[config.mk]
export PLATFORM = sky130hd
export DESIGN_NAME = irom_fetch_ctrl
export DESIGN_NICKNAME = d
export VERILOG_FILES = /design/src/rtl/irom_fetch_ctrl.sv
export SDC_FILE = /design/constraint.sdc
export NUM_CORES = 1
export LEC_CHECK = 0
export ABC_AREA = 0
export BUFFER_PORTS_ARGS = -buffer_cell sky130_fd_sc_hd__buf_2
export CORE_UTILIZATION = 35
export DETAILED_ROUTE_END_ITERATION = 12
export PLACE_DENSITY = 0.59
export SYNTH_ARGS = -nofsm -noshare
export SYNTH_HDL_FRONTEND = slang
export SYNTH_SLANG_ARGS = --single-unit
[constraint.sdc]
create_clock -name clk -period 3.9 [get_ports clk]
set_clock_uncertainty 0.05 [all_clocks]
set_input_delay 0.78 -clock clk [delete_from_list [all_inputs] [get_ports clk]]
set_output_delay 0.78 -clock clk [all_outputs]
set_load 0.02 [all_outputs]
[src/rtl/irom_fetch_ctrl.sv]
// Instruction-fetch sequencer in front of a synchronous instruction ROM.
// Owns the PC, issues ROM reads and queues returned words for decode.
module irom_fetch_ctrl #(
    parameter int                 DWIDTH   = 16,
    parameter int                 AWIDTH   = 16,
    parameter logic [AWIDTH-1:0]  RESET_PC = '0,
    parameter logic [AWIDTH-1:0]  PC_STEP  = 1
) (
    input  logic              clk,
    input  logic              rst,
    input  logic              run,
    output logic [AWIDTH-1:0] rom_addr,
    output logic              rom_req,
    input  logic [DWIDTH-1:0] rom_dout,
    input  logic              rom_valid,
    input  logic              redir_valid,
    input  logic [AWIDTH-1:0] redir_pc,
    output logic              inst_valid,
    input  logic              inst_ready,
    output logic [DWIDTH-1:0] inst_data,
    output logic [AWIDTH-1:0] inst_pc,
    output logic              busy
);

    typedef enum logic [1:0] {
        IDLE  = 2'd0,
        RUN   = 2'd1,
        DRAIN = 2'd2
    } state_t;

    state_t            state;
    logic [AWIDTH-1:0] pc;
    logic [AWIDTH-1:0] req_pc;
    logic              inflight;
    logic              squash;

    logic [DWIDTH-1:0] q_data [2];
    logic [AWIDTH-1:0] q_pc   [2];
    logic              rd_ptr;
    logic              wr_ptr;
    logic [1:0]        count;

    logic              redirect;
    logic              issue;
    logic              push;
    logic              pop;
    logic [2:0]        credit;

    // Handshake, credit and issue decisions for the current cycle.
    // A word leaving the queue this cycle frees its slot for the next
    // request, which is what sustains one instruction per cycle.
    always_comb begin
        redirect = redir_valid && (state != IDLE);
        pop      = inst_valid && inst_ready;
        credit   = {1'b0, count} + {2'b00, inflight} - {2'b00, pop};
        issue    = (state == RUN) && !redir_valid && (credit < 3'd2);
        push     = rom_valid && inflight && !squash;
    end

    assign rom_addr   = pc;
    assign rom_req    = issue;
    assign inst_valid = (count != 2'd0);
    assign inst_data  = q_data[rd_ptr];
    assign inst_pc    = q_pc[rd_ptr];
    assign busy       = (state == RUN) || (state == DRAIN);

    // Run-control state machine.
    always_ff @(posedge clk) begin
        if (rst) begin
            state <= IDLE;
        end else begin
            unique case (state)
                IDLE: begin
                    if (run) begin
                        state <= RUN;
                    end
                end
                RUN: begin
                    if (!run) begin
                        state <= DRAIN;
                    end
                end
                DRAIN: begin
                    // The one outstanding response lands this cycle.
                    if (run) begin
                        state <= RUN;
                    end else begin
                        state <= IDLE;
                    end
                end
                default: begin
                    state <= IDLE;
                end
            endcase
        end
    end

    // Program counter: redirect target or sequential advance.
    always_ff @(posedge clk) begin
        if (rst) begin
            pc <= RESET_PC;
        end else if (redir_valid) begin
            pc <= redir_pc;
        end else if (issue) begin
            pc <= pc + PC_STEP;
        end
    end

    // Outstanding-request tracking and redirect squash.
    always_ff @(posedge clk) begin
        if (rst) begin
            inflight <= 1'b0;
            squash   <= 1'b0;
            req_pc   <= '0;
        end else begin
            inflight <= issue;
            squash   <= redirect && inflight;
            if (issue) begin
                req_pc <= pc;
            end
        end
    end

    // Two-entry instruction queue; a redirect empties it.
    always_ff @(posedge clk) begin
        if (rst) begin
            q_data[0] <= '0;
            q_data[1] <= '0;
            q_pc[0]   <= '0;
            q_pc[1]   <= '0;
            rd_ptr    <= 1'b0;
            wr_ptr    <= 1'b0;
            count     <= 2'd0;
        end else if (redirect) begin
            rd_ptr <= 1'b0;
            wr_ptr <= 1'b0;
            count  <= 2'd0;
        end else begin
            if (push) begin
                q_data[wr_ptr] <= rom_dout;
                q_pc[wr_ptr]   <= req_pc;
                wr_ptr         <= ~wr_ptr;
            end
            if (pop) begin
                rd_ptr <= ~rd_ptr;
            end
            unique case ({push, pop})
                2'b10:   count <= count + 2'd1;
                2'b01:   count <= count - 2'd1;
                default: count <= count;
            endcase
        end
    end

endmodule

==> results.sh <==
export IMPL_overflow=0
export IMPL_finalPower_mw=2.33
export IMPL_r2r_start="count[1]"
export IMPL_worstPathArrival_ns=2.75
export IMPL_diodes=0
export IMPL_globalplace_congestion=0.785
export IMPL_cap_violations=0
export IMPL_dieArea_mm2=0.0138
export IMPL_die_h_um=118
export IMPL_syn_area_per_cell_um2=11.6
export IMPL_clock_latency_ns=0.34
export IMPL_relSlewSlack_pct=42.9
export IMPL_endpoint_kind="primary output"
export IMPL_drive_gt1_share_pct=28.3
export IMPL_tns_ns=0
export IMPL_cp_num_buf_inv=2
export IMPL_period_minus_slack_ns=3.58
export IMPL_grt_usage_pct=14.3
export IMPL_synth_top_flop_cell="edfxtp_1"
export IMPL_first_global_vias=3146
export IMPL_yosysUniqueCellTypes=41
export IMPL_synth_async_reset_ratio_pct=0
export IMPL_synthSimpleGateAreaFrac_pct=19.4
export IMPL_cts_buffers=9
export IMPL_clk_pin_slew_ns=0.07
export IMPL_cpLargestDelayFamily="simple AND/OR/NAND/NOR gates"
export IMPL_hold_start="req_pc[15]"
export IMPL_cts_resized=0
export IMPL_syn_nets=452
export IMPL_postCtsSetupBuffers=0
export IMPL_cts_max_path_buffers=2
export IMPL_post_dp_hpwl_um=6110
export IMPL_max_stage_delay_ns=0.55
export IMPL_synth_mux_area_share_pct=7.70
export IMPL_cp_cell_sequence="or2_2 -> and2_1 -> ha_1 -> nand2b_1 -> fa_1 -> nand3b_4 -> nand2b_4 -> inv_2 -> buf_2"
export IMPL_yosys_area_top_type="edfxtp_1"
export IMPL_crit_type="reg -> out"
export IMPL_power_leakage_nw=2.17
export IMPL_setup_violations=0
export IMPL_ys_warn_count=0
export IMPL_root_buffer="clkbuf_16"
export IMPL_initial_utilization_pct=36.5
export IMPL_hp_class="reg -> reg"
export IMPL_rsz0062_at_grt="no"
export IMPL_crit_path_start="count[1]"
export IMPL_viasPerCell=4.82
export IMPL_area_growth_pct=19.0
export IMPL_startpoint_type="flop"
export IMPL_layout_nets=533
export IMPL_cts_hold_buf=0
export IMPL_max_clock_freq_mhz=279
export IMPL_port_buffers=88
export IMPL_routed_wl_um=9580
export IMPL_antenna_found_initial=0
export IMPL_cp_slowest_cell="fa_1"
export IMPL_min_period_over_period_pct=91.7
export IMPL_postRouteAntennaNets=0
export IMPL_coreArea_mm2=0.0128
export IMPL_syn_inst=405
export IMPL_yosys_area_top_type_share_pct=41.1
export IMPL_htree_levels=3
export IMPL_synth_seq_cells=105
export IMPL_num_rows=41
export IMPL_synth_top_family_by_area="simple AND/OR/NAND/NOR gates"
export IMPL_fp_dieW_um=118
export IMPL_synth_area_mm2=0.00468
export IMPL_setup_ws_ns=0.322
export IMPL_synthAdderAreaFrac_pct=2.57
export IMPL_cts_tree="done"
export IMPL_first_pass_iters=4
export IMPL_worstMarginPinSlew_ns=0.857
export IMPL_grt_first_pass_wirelength_um=15700
export IMPL_worstPathMaxFanout=17
export IMPL_cp_required_ns=3.07
export IMPL_synth_area_leaders="edfxtp_1 (41%), dfxtp_1 (18%), and2_1 (8.8%)"
export IMPL_wl_per_cell_um=14.4
export IMPL_yosys_area_share_xor_xnor_pct=1.28
export IMPL_drtIter0Drc=165
export IMPL_dp_slack_ns=0.506
export IMPL_synth_compound_area_share_pct=7.56
export IMPL_power_density_mw_per_mm2=419
export IMPL_vias=3196
export IMPL_seq_area_frac_synth_pct=58.6
export IMPL_status="completed"
export IMPL_grt_max_degree=40
export IMPL_drc_errors=0
export IMPL_power_ir_vdd_worst_mv=0.237
export IMPL_hold_violations=0
export IMPL_synth_edf_count=64
export IMPL_ios=89
export IMPL_clock_sinks=105
export IMPL_drv_slew=0
==> state kept, by name, indices dropped and copies added (netlist names), named ones only <==
signal    cells
q_data       32
q_pc         32
req_pc       16
rom_addr     16
count         2
state         2
inflight      1
rd_ptr        1
squash        1
wr_ptr        1
==> cells by family (layout without fill, tap and decap cells) <==
logic type	Yosys count	count (layout)
and+or+nand+nor	165	165
DFF	105	105
AOI/OAI and AO/OA	56	56
muxes	32	32
buffers and inverters	32	118
adders and majority gates	9	9
xor gates and xnor gates	6	6
==> stage by stage <==
stage | instances | hold WS, ns | utilization, % | cell area [µm²]
global placement | 647 | 0.400 | 41.2 | 5280
detailed placement | 647 | 0.404 | 41.2 | 5280
floorplan | 405 | 0.390 | - | 4680
CTS | 663 | 0.414 | 43.4 | 5570
global route | 663 | 0.439 | 43.4 | 5570
finish | 663 | 0.413 | 43.4 | 5570
==> cells in the final DEF, fill, tap and decap left out, drive strengths merged, types with 3 or more instances in the layout <==
cell / instances
nand3: 6
a31oi: 13
dfxtp: 41
clkinv: 3
nand4: 3
or3: 8
or4: 6
nor2: 8
and2: 66
buf: 93
o211ai: 10
or2: 4
mux2: 32
a21oi: 21
xnor2: 5
o311ai: 6
nand2: 54
ha: 8
clkbuf: 11
inv: 10
edfxtp: 64
==> Yosys cell counts (3+ instances only) <==
library cell and n:
a21oi_1 21, nor2_1 8, and2_1 66, ha_1 8
nand4_1 3, buf_1 4, o211ai_1 10, mux2_1 9
o311ai_0 4, inv_1 8, mux2_2 23, a31oi_1 13
nand2_1 54, or4_1 6, dfxtp_1 41, nand3_1 6
edfxtp_1 64, xnor2_1 4, or3_1 8, clkbuf_1 15
or2_2 3
==> layer usage <==
metal / vias up / GRT usage [%] / wire length (µm)
met5: - / 0 / 0
li1: 1606 / - / -
met1: 1487 / 18.6 / 4550
met2: 92 / 23.5 / 4400
met3: 11 / 3.39 / 508
met4: 0 / 4.33 / 118
==> tightest hold or removal path, delay by kind of cell, from the launching register on <==
| kind | cells | cell delay, ns |
|---|---|---|
| AO/OA/AOI/OAI | 1 | 0.05 |
| flip-flops | 1 | 0.31 |
| AND/OR/NAND/NOR | 1 | 0.05 |
==> final timing paths <==
| kind | end | slack [ns] | depth (start not counted) |
|---|---|---|---|
| max reg2reg | rom_addr[11] | 0.70 | 9 |
| min | req_pc[15] | 0.41 | 2 |
| min reg2reg | req_pc[15] | 0.41 | 2 |
| max | rom_req | 0.32 | 9 |
==> power breakdown <==
group | total (mW) | internal (mW) | switching, mW | leakage (nW)
logic | 0.211 | 0.0758 | 0.135 | 1.03
clock network | 0.881 | 0.498 | 0.384 | 0.144
registers | 1.24 | 1.21 | 0.0268 | 0.995
==> final cells by class <==
type,count,area [µm²]
inverters,9,33.8
clock buffers,11,233
clock inverters,5,55.1
repair buffers,93,478
well taps,172,215
fillers,1230,7260
multi-input cells,268,1810
flip-flops and latches,105,2740
No activity file was read; power rests on OpenSTA's default activity.
